===== src/rtl/fast_pkg.sv =====
// rtl/fast_pkg.sv - shared state type, mask types and radius-3 circle geometry for FAST corner detection
package fast_pkg;

    typedef enum logic [1:0] {
        WAIT_SOF = 2'd0,
        ACTIVE   = 2'd1,
        DONE     = 2'd2
    } fast_state_t;

    typedef logic [15:0] circle_mask_t;
    typedef logic [4:0]  arc_len_t;

    localparam int CIRCLE_N = 16;

    // Circle runs clockwise from straight up; negative dy points at older lines.
    function automatic int circle_dx(input logic [3:0] k);
        case (k)
            4'd1, 4'd7:          return 1;
            4'd2, 4'd6:          return 2;
            4'd3, 4'd4, 4'd5:    return 3;
            4'd9, 4'd15:         return -1;
            4'd10, 4'd14:        return -2;
            4'd11, 4'd12, 4'd13: return -3;
            default:             return 0;
        endcase
    endfunction

    function automatic int circle_dy(input logic [3:0] k);
        case (k)
            4'd0, 4'd1, 4'd15:   return -3;
            4'd2, 4'd14:         return -2;
            4'd3, 4'd13:         return -1;
            4'd5, 4'd11:         return 1;
            4'd6, 4'd10:         return 2;
            4'd7, 4'd8, 4'd9:    return 3;
            default:             return 0;
        endcase
    endfunction

endpackage


===== src/rtl/fast_arc_detect.sv =====
// rtl/fast_arc_detect.sv - flags a circular run of at least arc_len set bits in a 16-bit circle mask
module fast_arc_detect
    import fast_pkg::*;
(
    input  logic [15:0] mask,
    input  logic [4:0]  arc_len,
    output logic        hit
);

    always_comb begin
        logic run_ok;
        hit    = 1'b0;
        run_ok = 1'b0;
        for (int s = 0; s < CIRCLE_N; s++) begin
            run_ok = 1'b1;
            for (int j = 0; j < CIRCLE_N; j++) begin
                if ((5'(j) < arc_len) && !mask[4'(s + j)]) begin
                    run_ok = 1'b0;
                end
            end
            hit = hit | run_ok;
        end
    end

endmodule


===== src/rtl/fast_corner_detect.sv =====
// rtl/fast_corner_detect.sv - three-stage FAST corner test on the centre of a streamed 7x7 window
module fast_corner_detect
    import fast_pkg::*;
#(
    parameter int PIXEL_DEPTH = 8,
    parameter int IMG_WIDTH   = 640,
    parameter int IMG_HEIGHT  = 480,
    parameter int ARC_LEN     = 9
) (
    input  logic                             clk,
    input  logic                             rst_n,
    input  logic                             in_valid,
    input  logic                             in_sof,
    input  logic [6:0][6:0][PIXEL_DEPTH-1:0] win,
    input  logic [PIXEL_DEPTH-1:0]           threshold,
    output logic                             out_valid,
    output logic                             out_corner,
    output logic [PIXEL_DEPTH+3:0]           out_score,
    output logic [$clog2(IMG_WIDTH)-1:0]     out_x,
    output logic [$clog2(IMG_HEIGHT)-1:0]    out_y,
    output logic                             out_eof
);

    localparam int PD = PIXEL_DEPTH;
    localparam int XW = $clog2(IMG_WIDTH);
    localparam int YW = $clog2(IMG_HEIGHT);
    localparam int SW = PD + 4;

    localparam logic [XW-1:0] X_LAST = XW'(IMG_WIDTH - 1);
    localparam logic [YW-1:0] Y_LAST = YW'(IMG_HEIGHT - 1);
    localparam logic [XW-1:0] X_MIN  = XW'(6);
    localparam logic [YW-1:0] Y_MIN  = YW'(6);
    localparam logic [XW-1:0] X_ONE  = XW'(1);
    localparam logic [YW-1:0] Y_ONE  = YW'(1);
    localparam logic [XW-1:0] X_HALF = XW'(3);
    localparam logic [YW-1:0] Y_HALF = YW'(3);
    localparam logic [4:0]    ARC    = 5'(ARC_LEN);

    fast_state_t      state_q, state_d;
    logic [XW-1:0]    x_q, x_d;
    logic [YW-1:0]    y_q, y_d;
    logic [PD-1:0]    thr_q, thr_d;

    logic             start, accept, last_px;
    logic [XW-1:0]    px;
    logic [YW-1:0]    py;

    logic             s1_valid_q, s1_valid_d;
    logic             s1_eof_q, s1_eof_d;
    logic [XW-1:0]    s1_x_q, s1_x_d;
    logic [YW-1:0]    s1_y_q, s1_y_d;
    logic [15:0]      bright_q, bright_d;
    logic [15:0]      dark_q, dark_d;
    logic [15:0][PD-1:0] bdiff_q, bdiff_d;
    logic [15:0][PD-1:0] ddiff_q, ddiff_d;

    logic             s2_valid_q, s2_valid_d;
    logic             s2_eof_q, s2_eof_d;
    logic [XW-1:0]    s2_x_q, s2_x_d;
    logic [YW-1:0]    s2_y_q, s2_y_d;
    logic             bhit_q, bhit_d;
    logic             dhit_q, dhit_d;
    logic [SW-1:0]    bsum_q, bsum_d;
    logic [SW-1:0]    dsum_q, dsum_d;

    logic             out_valid_q, out_valid_d;
    logic             out_corner_q, out_corner_d;
    logic [SW-1:0]    out_score_q, out_score_d;
    logic [XW-1:0]    out_x_q, out_x_d;
    logic [YW-1:0]    out_y_q, out_y_d;
    logic             out_eof_q, out_eof_d;

    logic             bright_hit, dark_hit;

    // A sof pixel is always taken at (0,0), whatever the current state.
    always_comb begin
        start   = in_valid && in_sof;
        accept  = start || (in_valid && (state_q == ACTIVE));
        px      = start ? '0 : x_q;
        py      = start ? '0 : y_q;
        last_px = (px == X_LAST) && (py == Y_LAST);
        thr_d   = start ? threshold : thr_q;
        state_d = state_q;
        x_d     = x_q;
        y_d     = y_q;
        if (accept) begin
            state_d = last_px ? DONE : ACTIVE;
            if (px == X_LAST) begin
                x_d = '0;
                y_d = py + Y_ONE;
            end else begin
                x_d = px + X_ONE;
                y_d = py;
            end
        end
    end

    always_comb begin
        logic [PD-1:0]        c;
        logic [PD-1:0]        p;
        logic [PD:0]          c_plus_t;
        logic signed [PD+1:0] c_minus_t;
        logic [2:0]           r;
        logic [2:0]           col;
        c          = win[3][3];
        p          = '0;
        r          = '0;
        col        = '0;
        c_plus_t   = {1'b0, c} + {1'b0, thr_d};
        c_minus_t  = $signed({2'b00, c}) - $signed({2'b00, thr_d});
        s1_valid_d = accept && (px >= X_MIN) && (py >= Y_MIN);
        s1_eof_d   = accept && last_px;
        s1_x_d     = px - X_HALF;
        s1_y_d     = py - Y_HALF;
        bright_d   = '0;
        dark_d     = '0;
        bdiff_d    = '0;
        ddiff_d    = '0;
        for (int k = 0; k < CIRCLE_N; k++) begin
            r          = 3'(3 - circle_dy(4'(k)));
            col        = 3'(3 - circle_dx(4'(k)));
            p          = win[r][col];
            bright_d[k] = {1'b0, p} > c_plus_t;
            dark_d[k]   = $signed({2'b00, p}) < c_minus_t;
            // Only read when the matching mask bit is set, so PD bits never wrap there.
            bdiff_d[k]  = p - c - thr_d;
            ddiff_d[k]  = c - thr_d - p;
        end
    end

    fast_arc_detect u_bright_arc (
        .mask    (bright_q),
        .arc_len (ARC),
        .hit     (bright_hit)
    );

    fast_arc_detect u_dark_arc (
        .mask    (dark_q),
        .arc_len (ARC),
        .hit     (dark_hit)
    );

    always_comb begin
        s2_valid_d = s1_valid_q;
        s2_eof_d   = s1_eof_q;
        s2_x_d     = s1_x_q;
        s2_y_d     = s1_y_q;
        bhit_d     = bright_hit;
        dhit_d     = dark_hit;
        bsum_d     = '0;
        dsum_d     = '0;
        for (int k = 0; k < CIRCLE_N; k++) begin
            if (bright_q[k]) bsum_d = bsum_d + SW'(bdiff_q[k]);
            if (dark_q[k])   dsum_d = dsum_d + SW'(ddiff_q[k]);
        end
    end

    always_comb begin
        out_valid_d  = s2_valid_q;
        out_corner_d = out_corner_q;
        out_score_d  = out_score_q;
        out_x_d      = out_x_q;
        out_y_d      = out_y_q;
        out_eof_d    = out_eof_q;
        if (s2_valid_q) begin
            out_corner_d = bhit_q || dhit_q;
            out_score_d  = bhit_q ? bsum_q : (dhit_q ? dsum_q : '0);
            out_x_d      = s2_x_q;
            out_y_d      = s2_y_q;
            out_eof_d    = s2_eof_q;
        end
    end

    always_ff @(posedge clk) begin
        if (!rst_n) begin
            state_q      <= WAIT_SOF;
            x_q          <= '0;
            y_q          <= '0;
            thr_q        <= '0;
            s1_valid_q   <= 1'b0;
            s1_eof_q     <= 1'b0;
            s1_x_q       <= '0;
            s1_y_q       <= '0;
            bright_q     <= '0;
            dark_q       <= '0;
            bdiff_q      <= '0;
            ddiff_q      <= '0;
            s2_valid_q   <= 1'b0;
            s2_eof_q     <= 1'b0;
            s2_x_q       <= '0;
            s2_y_q       <= '0;
            bhit_q       <= 1'b0;
            dhit_q       <= 1'b0;
            bsum_q       <= '0;
            dsum_q       <= '0;
            out_valid_q  <= 1'b0;
            out_corner_q <= 1'b0;
            out_score_q  <= '0;
            out_x_q      <= '0;
            out_y_q      <= '0;
            out_eof_q    <= 1'b0;
        end else begin
            state_q      <= state_d;
            x_q          <= x_d;
            y_q          <= y_d;
            thr_q        <= thr_d;
            s1_valid_q   <= s1_valid_d;
            s1_eof_q     <= s1_eof_d;
            s1_x_q       <= s1_x_d;
            s1_y_q       <= s1_y_d;
            bright_q     <= bright_d;
            dark_q       <= dark_d;
            bdiff_q      <= bdiff_d;
            ddiff_q      <= ddiff_d;
            s2_valid_q   <= s2_valid_d;
            s2_eof_q     <= s2_eof_d;
            s2_x_q       <= s2_x_d;
            s2_y_q       <= s2_y_d;
            bhit_q       <= bhit_d;
            dhit_q       <= dhit_d;
            bsum_q       <= bsum_d;
            dsum_q       <= dsum_d;
            out_valid_q  <= out_valid_d;
            out_corner_q <= out_corner_d;
            out_score_q  <= out_score_d;
            out_x_q      <= out_x_d;
            out_y_q      <= out_y_d;
            out_eof_q    <= out_eof_d;
        end
    end

    assign out_valid  = out_valid_q;
    assign out_corner = out_corner_q;
    assign out_score  = out_score_q;
    assign out_x      = out_x_q;
    assign out_y      = out_y_q;
    assign out_eof    = out_eof_q;

endmodule


===== config.mk =====
export PLATFORM = sky130hd
export DESIGN_NAME = fast_corner_detect
export DESIGN_NICKNAME = d
export VERILOG_FILES = /design/src/rtl/fast_pkg.sv /design/src/rtl/fast_arc_detect.sv /design/src/rtl/fast_corner_detect.sv
export SDC_FILE = /design/constraint.sdc
export NUM_CORES = 2
export LEC_CHECK = 0
export CORE_ASPECT_RATIO = 0.5
export CORE_MARGIN = 5
export CORE_UTILIZATION = 45
export CTS_CLUSTER_DIAMETER = 100
export DETAILED_ROUTE_END_ITERATION = 7
export PLACE_DENSITY = 0.74
export SYNTH_ARGS = -nofsm -noshare
export SYNTH_HDL_FRONTEND = slang
export SYNTH_SLANG_ARGS = --single-unit

===== constraint.sdc =====
create_clock -name clk -period 38.6 [get_ports clk]
set_input_delay 3.86 -clock clk [delete_from_list [all_inputs] [get_ports clk]]
set_output_delay 3.86 -clock clk [all_outputs]
set_load 0.02 [all_outputs]

==> summary.md <==
| Metric | Value |
|---|---|
| Slowest-stage cell, CP | `o211ai_1` |
| Max_cap viols | `0` |
| Largest net degree at the start of global routing | `93` |
| DRC Markers | `0` |
| Worst r2r src | `dark_q[0]` |
| Clock Latency Late Sink | `roughly 0.62 ns` |
| Synth top area cells | `ha_1, dfxtp_1, fa_1` |
| CP dominant cell by count | `ha_1` |
| Post-CTS Hold Buffers | `0` |
| Routability congestion estimate | `between 0.9 and 1` |
| Drt first pass iters | `6` |
| P_sw | `approximately 1.6 mW` |
| FMAX | `60.1 MHz` |
| Fin. Hold Viols | `0` |
| Yosys top cell area share | `between 20% and 30%` |
| IR drop worst, VDD | `~0.000040 V` |
| IO buf count | `181` |
| Post-synth EDFFs | `0` |
| Flop pwr share | `between 10% and 20%` |
| CP Capture Type | `flip-flop` |
| Congestion Overflow GR | `0` |
| Layout cells sized above 1 | `around 5.7%` |
| Slew Limit Headroom | `6.33%` |
| CORE AREA | `94900 um^2` |
| Async set or reset register ratio after synthesis | `0%` |
| Vias post-DR | `36.3k` |
| CTS H-Tree Depth | `2` |
| CP max stage delay | `0.52 ns` |
| Status | `finished, final reports clean` |
| Area Overhead vs Synth | `11.8%` |
| Count of different cell masters after synthesis | `96` |
| Post-Synthesis Cells | `roughly 5k` |
| RSZ-0062 raised after global routing | `false` |
| Int Pwr | `between 1.5 and 2 mW` |
| Clock root buffer | `clkbuf_16` |
| CTS tree | `yes` |
| Clock Tree Buf Depth | `3` |
| Clock Skews | `~0.031 ns` |
| Synth warn | `0` |
| Fin crit period | `16.63 ns` |
| Min-delay src | `s1_eof_q` |
| Main combinational cell family by area after synthesis | `adder cells` |
| Reg-to-Reg End | `dsum_q[11]` |
| Multiplexer share of the synthesized area | `under 10%` |
| Avg Cell Area, Syn | `8.65 um^2` |
| Setup TNS | `0 ns` |
| Hold path depth | `1` |
| Total Power | `between 3 and 4 mW` |
| Clock sink total | `approximately 420` |
| Post-synthesis simple-gate area fraction | `about 14%` |
| Critical Path Start Type | `flip-flop` |
| Power Density | `between 70 and 80 nW/um^2` |
| Final worst path period share | `43.1%` |
| Worst Hold Class | `reg2reg` |
| Critical path class | `reg2reg` |
| Register area share after synthesis | `between 10% and 20%` |
| Post-Synth Adder-Cell Area | `between 30% and 40%` |
| Die width | `446 um` |
| Pleak | `22.5 nW` |
| Setup repair bufs after CTS | `0` |
| Worst R2R Setup Slack | `roughly 22 ns` |
| Most used DFF post-synth | `dfxtp_1` |
| Clk network pwr share | `roughly 14%` |
| HPWL after DPL | `98300 um` |
| Syn_nets | `approximately 6.3k` |
| Worst-case reg-to-reg path depth | `69` |
| Final hold slack | `approximately 0.43 ns` |
| FF+latch count, synth | `roughly 420` |
| Antenna violations before repair | `7` |
| Routed wire length per instance | `just over 20 um` |
| Logic pwr share | `68.5%` |
| Arrival time at the worst endpoint | `between 15 and 20 ns` |
| Cts bufs inserted | `between 40 and 50` |
| Die height | `approximately 230 um` |
| DR iter-0 viols | `around 2.8k` |
| First-pass GRT wire length | `199000 um` |
| Area fraction in compound gates after synthesis | `roughly 18%` |
| Slew @ Worst Pin | `about 1.4 ns` |
| Critical path peak fanout | `8` |
| GRT Total Usage | `24.8%` |
| Final setup vio count | `0` |
| Vias in the first global route | `between 30k and 40k` |
| Vias per cell | `5.65` |
| DRT antenna net count | `0` |
| Post-synth top area cell | `ha_1` |
| Initial Util | `a little under half` |
| Die area | `102000 um^2` |
| Clk slew on worst S/H paths | `approximately 0.06 ns` |
| Mapped cell area | `roughly 43000 um^2` |
| PostCTS Resize Cnt | `0` |
| Nets | `6454` |
| Synth Area in XOR/XNOR | `approximately a tenth` |
| Sw frac | `between 40% and 50%` |
| Slew Limit Fails | `0` |
| Hold Path End | `s2_eof_q` |
| Ports | `438` |
| Required @ worst endpoint | `39.05 ns` |
| Row Count | `80` |
| Drt total wl | `approximately 130000 um` |
[layout make-up]
| type | count | area (um^2) |
|---|---|---|
| multi-input combinational | 3990 | 32600 |
| inverter | 425 | 1600 |
| antenna | 5 | 12.5 |
| sequential | 419 | 8390 |
| fill | 8693 | 47000 |
| clock inverter | 28 | 319 |
| clock buffer | 57 | 1290 |
| timing repair buffer | 224 | 2120 |
| tap | 1271 | 1590 |
[layout by cell type (no fill, tap or decap), drive strengths merged, types with 117 or more instances in the layout]
cell type / netlist / final
xnor2: 300 / 300
a21o: 232 / 232
a21oi: 353 / 353
nand2b: 117 / 117
ha: 784 / 784
nor2: 498 / 498
nor2b: 124 / 124
clkdlybuf4s50: 0 / 179
dfxtp: 419 / 419
o21ai: 309 / 309
nand2: 197 / 197
fa: 160 / 160
xor2: 122 / 122
inv: 424 / 425
[stage by stage]
stage | instance area [um^2] | util [%] | setup WS [ns] | cells
global placement | 46300 | 48.8 | 22.75 | 6329
finish | 47900 | 50.5 | 21.97 | 6419
floorplan | 42800 | - | 25.02 | 4949
CTS | 47900 | 50.4 | 22.23 | 6414
detailed placement | 46300 | 48.8 | 22.27 | 6329
global route | 47900 | 50.5 | 20.90 | 6419
[kinds of logic after synthesis]
group	count (synthesis)
AOI/OAI and AO/OA	1216
xor gates and xnor gates	431
adders and majority gates	949
buffers and inverters	540
DFF	419
muxes	161
and+or+nand+nor	1233
[flip-flops by register name, indices dropped and copies added, names as in the netlist, 2 cells and up]
name and flops:
out_x 10, x_q 10, dark_q 16, dsum_q 12, s1_y_q 9, out_score 12, thr_q 8, bsum_q 12
bright_q 16, out_y 9, y_q 9, ddiff_q 128, s2_x_q 10, s2_y_q 9, s1_x_q 10, bdiff_q 128
state_q 2
[power by group through the flow]
stage | combinational (mW) | sequential, mW | clock, mW
2_1_floorplan | 1.76 | 0.558 | 0
6_report | 2.33 | 0.587 | 0.483
3_3_place_gp | 2.16 | 0.592 | 0
4_1_cts | 2.30 | 0.586 | 0.488
3_5_place_dp | 2.27 | 0.594 | 0
5_1_grt | 2.58 | 0.596 | 0.504
[cell usage after synthesis (8+ instances only)]
cell type,instances
nor3_1,69
mux2i_1,68
nor2_1,498
nand2_1,197
a21boi_0,17
fa_1,160
or3_1,9
nor3b_1,27
ha_1,784
o31ai_1,12
nor2b_1,123
o21a_1,81
a21o_1,231
o21ai_0,302
and3_1,13
dfxtp_1,419
inv_1,422
and2_1,65
a211oi_1,59
nand2b_1,117
a21oi_1,353
xor2_1,118
nand4_1,30
nand3_1,43
mux2_2,93
or2_2,10
a22oi_1,13
nand3b_1,10
xnor2_1,294
a41oi_1,8
o31a_1,12
clkbuf_1,103
o21bai_1,51
[worst max-delay path, delay by kind of cell (launching register included)]
kind	cells	cell delay [ns]
AOI/OAI and AO/OA	32	6.28
adders and majority gates	16	5.76
xor gates and xnor gates	1	0.16
buffers and inverters	4	0.40
and+or+nand+nor	10	1.49
muxes	6	1.95
DFF	1	0.44
[per-layer routing]
layer  GRT usage (%)  vias up  share of wire, %
met2            40.5     1268                45
met5           0.373        -             0.037
met4            11.4        2               5.1
li1                -    17300                 -
met3            5.55      364               8.2
met1            31.3    17300                42
[how the worst max path moves through the flow]
stage | endpoint | cells past startpoint | startpoint | slack [ns]
floorplan | dsum_q[11] | 74 | dark_q[0] | 25.02
global placement | dsum_q[11] | 61 | dark_q[0] | 22.75
detailed placement | dsum_q[11] | 64 | dark_q[0] | 22.27
CTS | dsum_q[11] | 64 | dark_q[0] | 22.23
global route | dsum_q[11] | 69 | dark_q[0] | 20.90
finish | dsum_q[11] | 69 | dark_q[0] | 21.97
No activity file was read; power rests on OpenSTA's default activity.
